--- config.mk ---
export PLATFORM = sky130hd
export DESIGN_NAME = pipe_ctrl
export DESIGN_NICKNAME = d
export VERILOG_FILES = /design/src/rtl/pipe_ctrl_pkg.sv /design/src/rtl/pipe_ctrl_sat_counter.sv /design/src/rtl/pipe_ctrl.sv
export SDC_FILE = /design/constraint.sdc
export NUM_CORES = 1
export LEC_CHECK = 0
export ABC_AREA = 1
export ABC_CLOCK_PERIOD_IN_PS = 3200
export BUFFER_PORTS_ARGS = -buffer_cell sky130_fd_sc_hd__buf_2
export CAP_MARGIN = 20
export CORE_ASPECT_RATIO = 1.75
export CORE_UTILIZATION = 57
export CTS_CLUSTER_SIZE = 24
export DETAILED_ROUTE_END_ITERATION = 8
export HOLD_SLACK_MARGIN = 0.03
export PLACE_DENSITY = 0.87
export SYNTH_ARGS = -nofsm -noshare
export SYNTH_HDL_FRONTEND = slang
export SYNTH_SLANG_ARGS = --single-unit
--- constraint.sdc ---
create_clock -name clk -period 3.2 [get_ports clk]
set_clock_uncertainty 0.1 [all_clocks]
set_input_delay 0 -clock clk [delete_from_list [all_inputs] [get_ports clk]]
set_output_delay 0 -clock clk [all_outputs]
set_load 0.1 [all_outputs]
--- src/rtl/pipe_ctrl_pkg.sv ---
// Shared constants, stall encodings and FSM state type for the pipeline control unit.
package pipe_ctrl_pkg;

  localparam logic FLUSH     = 1'b1;
  localparam logic EXCEPTION = 1'b1;
  localparam logic BRANCH    = 1'b0;

  localparam logic [3:0] STALL_NONE = 4'b0000;
  localparam logic [3:0] STALL_FE   = 4'b0001;
  localparam logic [3:0] STALL_EX   = 4'b0011;
  localparam logic [3:0] STALL_MEM  = 4'b0111;

  localparam logic [31:0] EXC_OFFSET_DEFAULT = 32'h0000_0180;

  typedef enum logic [1:0] {
    ST_RUN      = 2'd0,
    ST_EXC_PEND = 2'd1,
    ST_BR_PEND  = 2'd2
  } state_e;

  // Thermometer stall vector: the oldest stalled stage freezes everything younger.
  function automatic logic [3:0] stall_encode(input logic req_if, input logic req_id,
                                              input logic req_ex, input logic req_mem);
    if (req_mem)              return STALL_MEM;
    else if (req_ex)          return STALL_EX;
    else if (req_id || req_if) return STALL_FE;
    else                      return STALL_NONE;
  endfunction

endpackage

--- src/rtl/pipe_ctrl_sat_counter.sv ---
// Saturating up-counter with enable; holds at all-ones instead of wrapping.
module sat_counter #(
  parameter int unsigned WIDTH = 16
) (
  input  logic             clk,
  input  logic             rst_n,
  input  logic             en_i,
  output logic [WIDTH-1:0] count_o
);

  logic [WIDTH-1:0] cnt_d;
  logic [WIDTH-1:0] cnt_q;

  always_comb begin
    cnt_d = cnt_q;
    if (en_i && (cnt_q != '1)) cnt_d = cnt_q + WIDTH'(1);
  end

  always_ff @(posedge clk or negedge rst_n) begin
    if (!rst_n) cnt_q <= '0;
    else        cnt_q <= cnt_d;
  end

  assign count_o = cnt_q;

endmodule

--- src/rtl/pipe_ctrl.sv ---
// Pipeline control: stall vector merge, branch/exception flush generation with
// pending hold while the owning stage is stalled, redirect PC and event counters.
module pipe_ctrl
  import pipe_ctrl_pkg::*;
#(
  parameter logic [31:0] EXC_OFFSET = EXC_OFFSET_DEFAULT
) (
  input  logic        clk,
  input  logic        rst,
  input  logic        stallreq_if_i,
  input  logic        stallreq_id_i,
  input  logic        stallreq_ex_i,
  input  logic        stallreq_mem_i,
  input  logic        excp_valid_i,
  input  logic        excp_is_eret_i,
  input  logic [31:0] cp0_epc_i,
  input  logic [31:0] cp0_ebase_i,
  input  logic        bpu_flush_i,
  input  logic [31:0] bpu_target_i,
  output logic [3:0]  stall_o,
  output logic        flush_o,
  output logic        flush_cause_o,
  output logic [31:0] new_pc_o,
  output logic [31:0] stall_cycles_o,
  output logic [15:0] flush_count_o
);

  state_e      state_q, state_d;
  logic [31:0] pend_pc_q, pend_pc_d;
  logic [3:0]  stall_req;
  logic [31:0] exc_target;
  logic        br_blocked;

  assign stall_req  = stall_encode(stallreq_if_i, stallreq_id_i, stallreq_ex_i, stallreq_mem_i);
  assign exc_target = excp_is_eret_i ? cp0_epc_i : (cp0_ebase_i + EXC_OFFSET);
  assign br_blocked = stallreq_ex_i || stallreq_mem_i;

  always_ff @(posedge clk or negedge rst) begin
    if (!rst) begin
      state_q   <= ST_RUN;
      pend_pc_q <= '0;
    end else begin
      state_q   <= state_d;
      pend_pc_q <= pend_pc_d;
    end
  end

  // An exception always outranks a branch, including one already pending.
  always_comb begin
    state_d   = state_q;
    pend_pc_d = pend_pc_q;
    case (state_q)
      ST_EXC_PEND: begin
        if (!stallreq_mem_i) state_d = ST_RUN;
      end
      ST_RUN, ST_BR_PEND: begin
        if (excp_valid_i) begin
          if (stallreq_mem_i) begin
            state_d   = ST_EXC_PEND;
            pend_pc_d = exc_target;
          end else begin
            state_d = ST_RUN;
          end
        end else if (state_q == ST_BR_PEND) begin
          if (!br_blocked) state_d = ST_RUN;
        end else if (bpu_flush_i && br_blocked) begin
          state_d   = ST_BR_PEND;
          pend_pc_d = bpu_target_i;
        end
      end
      default: begin
        state_d   = ST_RUN;
        pend_pc_d = '0;
      end
    endcase
  end

  always_comb begin
    stall_o       = stall_req;
    flush_o       = 1'b0;
    flush_cause_o = BRANCH;
    new_pc_o      = '0;
    if (!rst) begin
      stall_o = STALL_NONE;
    end else begin
      case (state_q)
        ST_EXC_PEND: begin
          stall_o = STALL_MEM;
          if (!stallreq_mem_i) begin
            stall_o       = STALL_NONE;
            flush_o       = FLUSH;
            flush_cause_o = EXCEPTION;
            new_pc_o      = pend_pc_q;
          end
        end
        ST_RUN, ST_BR_PEND: begin
          if (excp_valid_i) begin
            if (!stallreq_mem_i) begin
              stall_o       = STALL_NONE;
              flush_o       = FLUSH;
              flush_cause_o = EXCEPTION;
              new_pc_o      = exc_target;
            end
          end else if (!br_blocked && (state_q == ST_BR_PEND || bpu_flush_i)) begin
            stall_o       = {stall_req[3:1], 1'b0};
            flush_o       = FLUSH;
            flush_cause_o = BRANCH;
            new_pc_o      = (state_q == ST_BR_PEND) ? pend_pc_q : bpu_target_i;
          end
        end
        default: stall_o = STALL_NONE;
      endcase
    end
  end

  sat_counter #(.WIDTH(32)) u_stall_cnt (
    .clk     (clk),
    .rst_n   (rst),
    .en_i    (stall_o != STALL_NONE),
    .count_o (stall_cycles_o)
  );

  sat_counter #(.WIDTH(16)) u_flush_cnt (
    .clk     (clk),
    .rst_n   (rst),
    .en_i    (flush_o),
    .count_o (flush_count_o)
  );

endmodule

======== After elaboration in Yosys (flattened, before gate mapping) ========
Cells that the tools add are included.
storage, ports and cells
  register bits ........................... 82
  bits in latches ......................... 0
  memory bits (writable) .................. 0
  memory bits (read-only) ................. 0
  input port bits ......................... 105
  output and inout port bits .............. 86
  logic and storage cells ................. 68
  memories kept ........................... 0
operators by class
  add/sub/neg operators ................... 3
  $mul .................................... 0
  divide/modulo/power cells ............... 0
  $lt $le $gt $ge ......................... 0
  equal/unequal tests ..................... 10
  shifts and indexed selects .............. 0
  mux-type cells .......................... 37
  bitwise operators ....................... 1
  reduce and logical (&&, ||, !) cells .... 13
operator list
  operator                 count
  $mux W32                 11
  $pmux W32 S2             2
  $add A32 B1 Y32 const B  1
  $add A32 B9 Y32 const B  1
  $ne A32 B32 Y1 const B   1
  $add A16 B1 Y16 const B  1
  $ne A16 B16 Y1 const B   1
  $mux W2                  6
  $mux W1                  9
  $mux W3                  3
  $ne A3 B3 Y1 const B     3
  $mux W4                  2
  $ne A4 B4 Y1 const B     2
  $pmux W4 S2              1
  $logic_and A1 B1 Y1      4
  $pmux W1 S2              2
  $pmux W2 S2              1
  $reduce_and A4 Y1        1
  $reduce_bool A4 Y1       1
  $logic_or A1 B1 Y1       3
  $reduce_and A3 Y1        1
  $eq A2 B1 Y1 const B     1
  $eq A2 B2 Y1 const B     1
  $logic_not A2 Y1         1
  other kinds (4)          4

======== Logic depth before layout (Yosys ltp) ========
  depth in word-level cells ............... 10
  mapped depth ............................ 12
  depth with buffers taken out ............ 11

======== Modules after synthesis ========
From an unflattened synthesis, not the netlist that was laid out.
second synthesis, totals
  cells, all modules ...................... 1096
  area total of the unflattened synthesis .. 6939.2 um^2
by module, submodules not included
  module                      times used  cells an instance  area each (um^2)  sequential area each (um^2)
  pipe_ctrl                   1           626                3772.4            850.8
  sat_counter at u_stall_cnt  1           321                2108.3            800.8
  sat_counter at u_flush_cnt  1           149                1058.5            400.4

======== Worst setup path before layout ========
No wires, ideal clock.
  kind .................................... register -> output
  start point ............................. register state_q[0]
  end point ............................... output stall_o[1]
  arrival ................................. 3069 ps
  data required time ...................... 3100 ps
  slack ................................... 31 ps
  cell stages (with the launch flop) ...... 6
  buffers on the path ..................... 2
  cells stage by stage .................... dfrtp_1 buf_4 inv_2 buf_2 nand2_1 a211oi_1
between the ends
  word-level cells in the longest chain between the ends .. 4
  elaborated cells on any way between the ends .. 6
  classes of those cells .................. eq/ne (2); mux (2); reduce/logical (2)
RTL lines
  item                                                     RTL line         RTL
  start: declaration                                       pipe_ctrl.sv:28  state_e state_q, state_d;
  start signal: assignment                                 pipe_ctrl.sv:43  state_q <= state_d;
  $eq A2 B2 Y1 / $logic_not A2 Y1 (equally long branches)  pipe_ctrl.sv:86  case (state_q)
  $reduce_or A2 Y1                                         pipe_ctrl.sv:86
  $pmux W4 S2 (*)                                          pipe_ctrl.sv:86
  $mux W4 (*)                                              pipe_ctrl.sv:83  if (!rst) begin
  end: declaration                                         pipe_ctrl.sv:20  output logic [3:0] stall_o,
Every way passes the cells marked *; elsewhere a longest branch is shown, timed or not.

======== Worst setup path after layout ========
  start point ............................. register state_q[0]
  end point ............................... output new_pc_o[11]
between the ends
  word-level cells in the longest chain between the ends .. 7
  elaborated cells on any way between the ends .. 11
  classes of those cells .................. eq/ne (2); mux (5); reduce/logical (4)
RTL lines
  item                 RTL line                                             RTL
  $eq A2 B2 Y1         pipe_ctrl.sv:86, pipe_ctrl.sv:104, pipe_ctrl.sv:108
  $logic_or A1 B1 Y1   pipe_ctrl.sv:104                                     end else if (!br_blocked && (state_q == ST_BR_PEND || bpu_flush_i)) begin
  $logic_and A1 B1 Y1  pipe_ctrl.sv:104
  $mux W32             pipe_ctrl.sv:104
  $mux W32             pipe_ctrl.sv:97                                      if (excp_valid_i) begin
  $pmux W32 S2 (*)     pipe_ctrl.sv:86
  $mux W32 (*)         pipe_ctrl.sv:83
  end: declaration     pipe_ctrl.sv:23                                      output logic [31:0] new_pc_o,
Marked as above.

==> results.tsv <==
stage	metric	value	unit
status	status	finished with violations	
status	violations	design-rule violations	
global_route	globalRoute.totalOverflow	0	
yosys	synth.top_cell.area_share	30.71	%
timing	clock.fmax	0.3250	GHz
drt	vias	8214	
critical_path	crit_path_end_kind	output pin	
power_and_ir_drop	p_leak	4.345	nW
power_and_ir_drop	power_frac_comb	40.3	%
finish	syn_to_final_growth	28.56	%
critical_path	arrival	2.98	ns
place	port_buffers	189	
finish	nets	1375	
global_route	grt_max_degree	61	
global_route	grt_usage	38.15	%
drt	drc	24	
timing	max-slew-margin-rel	45.84	%
global_route	grt_antenna_before_repair	0	
critical_path	worst-setup-path-type	reg -> out	
critical_path	cp_max_fo	19	
hold_path	hold_end	pend_pc_q[2]	
timing	grt_setup_unrepaired	false	
drt	wl_per_cell	16.44	µm
global_route	grt_pass1_wl	37200	µm
floorplan	die_h	145.2	µm
floorplan	die_area	12180	µm²
clock_tree	clock_latency	0.35	ns
clock_tree	cts.path.max_buffers	2	
yosys	yosysWarnings	0	
yosys	ys_seq_area_share	30.71	%
yosys	async_flop_share	100.0	%
timing	finalSetupViolCount	0	
critical_path	cp_data_required_time	3.10	ns
power_and_ir_drop	switchingPower	1.892	mW
hold_path	hp-class	in -> reg	
timing	maxSlewViolCount	0	
timing	setup-tns-final	0	ns
clock_tree	h-tree-depth	3	
timing	whs	0.04278	ns
drt	drt-initial-drc-count	653	
timing	post-route-min-period	3.077	ns
yosys	synthCells	1044	
yosys	netlist_area	6681	µm²
global_route	grt_pass1_vias	7833	
power_and_ir_drop	peakVddDrop	0.8623	mV
place	dp_slack	0.4101	ns
yosys	syn_area_per_cell	6.400	µm²
finish	n_antenna_cell	0	
power_and_ir_drop	internal-power	2.324	mW
yosys	synth_edf_count	0	
yosys	syn-num-nets	1152	
clock_tree	cts_tree	yes	
clock_tree	numCtsBuffers	9	
yosys	ys_ff_latch	82	
critical_path	r2r_cells	11	
hold_path	worstHoldStart	cp0_epc_i[2]	
critical_path	r2r_slack	0.28	ns
yosys	synthTopCellsByArea	dfrtp_1 (31%), nand2_1 (18%), nand3_1 (7.6%)	
yosys	ys_types	41	
finish	final_core_util	74.59	%
power_and_ir_drop	clkPwrFrac	26.9	%
yosys	post-synth-top-area-cell	dfrtp_1	
place	routabilityCongestion	0.9829	
critical_path	r2r_start	state_q[0]	
drt	via_per_inst	5.838	
clock_tree	clkTransAtPathRegs	0.06	ns
drt	firstDrtPassIters	8	
floorplan	core-area	11520	µm²
floorplan	start_util	58.02	%
critical_path	startpoint_type	flip-flop	
timing	worst_pin_slew	0.8125	ns
critical_path	r2r_end	pend_pc_q[31]	
hold_path	hold-path-cell-count	4	
timing	fin_ws	0.1234	ns
yosys	yosys_most_used_dff	dfrtp_1	
clock_tree	cts_sinks	82	
finish	drive_above_1_share	19.18	%
drt	drtAntennaViolNets	0	
clock_tree	root_buffer	clkbuf_16	
floorplan	fp-row-count	52	
run	drv_cap	0	
power_and_ir_drop	sw_frac_of_total	44.88	%
timing	hold_viol	0	
drt	wl	23140	µm
floorplan	die_x	83.84	µm
timing	timing.final.crit_share	96.14	%
finish	fill_cells	905	
place	dp_hpwl	16170	µm
floorplan	io_pins	191	
power_and_ir_drop	p_seq_share	32.8	%
power_and_ir_drop	p_per_area	490.9	nW/µm²
==> cell usage in the layout, fill, tap and decap left out, types with 4 or more instances in the layout <==
cell type | netlist | final
nor2_2 | 4 | 4
clkbuf_16 | 0 | 9
buf_2 | 15 | 188
o21bai_1 | 5 | 5
xnor2_1 | 12 | 12
o21ai_0 | 49 | 49
o21ai_1 | 8 | 8
dfrtp_1 | 82 | 82
xor2_1 | 35 | 35
nor2_1 | 124 | 123
a22oi_1 | 10 | 10
nand4_1 | 10 | 10
dlygate4sd3_1 | 0 | 60
a21oi_1 | 53 | 53
inv_2 | 6 | 6
o211ai_1 | 21 | 21
buf_4 | 2 | 12
o22ai_1 | 18 | 18
inv_1 | 76 | 76
nor3_1 | 19 | 19
nand2_1 | 325 | 325
a21boi_0 | 7 | 7
nand3_1 | 102 | 102
==> synthesized netlist by cell type, types with 4 or more instances <==
cell type and n:
nand2_1 325, nor2_1 124, nand3_1 102, dfrtp_1 82, inv_1 76, a21oi_1 53, o21ai_0 49, xor2_1 35
clkbuf_1 24, o211ai_1 21, nor3_1 19, o22ai_1 18, buf_2 15, xnor2_1 12, a22oi_1 10, nand4_1 10
o21ai_1 8, a21boi_0 7, inv_2 6, buf_6 5, o21bai_1 5, nor2_2 4
==> area by class of cell <==
class / count / area, µm² / area share [%]
inverter: 82 / 307.8 / 3.583
tap: 135 / 168.9 / 1.966
multi-input combinational: 831 / 4081 / 47.52
timing repair buffer: 261 / 1659 / 19.32
clock inverter: 6 / 91.34 / 1.063
clock buffer: 10 / 229.0 / 2.666
sequential: 82 / 2052 / 23.89
==> timing repair <==
item / 4_1_cts / 5_1_grt
resized for setup: 0 / 1
hold buffers: 60 / 0
endpoints found under the setup margin: 0 / 18
endpoints found under the hold margin: 55 / 0
setup buffers: 0 / 0
==> per-stage QoR <==
stage	instance area [µm²]	power [mW]	instances
floorplan	6681	2.587	1044
global placement	7636	2.920	1330
detailed placement	7636	2.945	1330
CTS	8557	4.168	1406
global route	8589	4.385	1407
finish	8589	4.217	1407
==> cell families after synthesis <==
group / Yosys count / share of synthesized area [%]
flops: 82 / 30.71
fa+ha+maj: 3 / 0.5619
buf+inv: 131 / 8.314
xor+xnor: 47 / 6.161
simple gates: 600 / 37.83
compound gates: 180 / 16.37
other cells: 1 / 0.05613
==> metal layers <==
metal / GRT usage, % / wire length (µm) / vias to the layer above
li1: - / - / 3872
met2: 68.61 / 12020 / 463
met5: 0 / 0 / -
met4: 22.67 / 1365 / 0
met1: 41.65 / 8183 / 3754
met3: 5.688 / 1566 / 125
==> state kept, by name (all words and copies together) (netlist names) <==
name and flops:
pend_pc_q 32, state_q 2, u_flush_cnt.count_o 16, u_stall_cnt.count_o 32
==> power groups by stage <==
stage,clock [mW],sequential [mW],combinational (mW)
final,1.13,1.38,1.70
after global routing,1.18,1.40,1.80
after floorplan,0,1.72,0.870
after detailed placement,0,1.38,1.56
after global placement,0,1.38,1.54
after CTS,1.14,1.37,1.66
==> worst max path at each step <==
stage | startpoint | depth (start not counted) | end
finish | state_q[0] | 8 | new_pc_o[11]
global placement | state_q[0] | 8 | u_flush_cnt.count_o[4]
floorplan | state_q[0] | 5 | stall_o[1]
global route | state_q[0] | 8 | new_pc_o[10]
detailed placement | state_q[0] | 8 | u_flush_cnt.count_o[4]
CTS | state_q[0] | 11 | pend_pc_q[24]
==> worst max-delay path, cell delays in order, from the launching register on <==
cell and delay [ns]:
dfrtp_1 0.48, inv_2 0.24, nand2_4 0.18, a21oi_4 0.31, o21ai_4 0.23, inv_1 0.32, o211ai_1 0.14, a21oi_1 0.24
buf_2 0.48
Note: power is estimated with default switching activity, not from simulation.
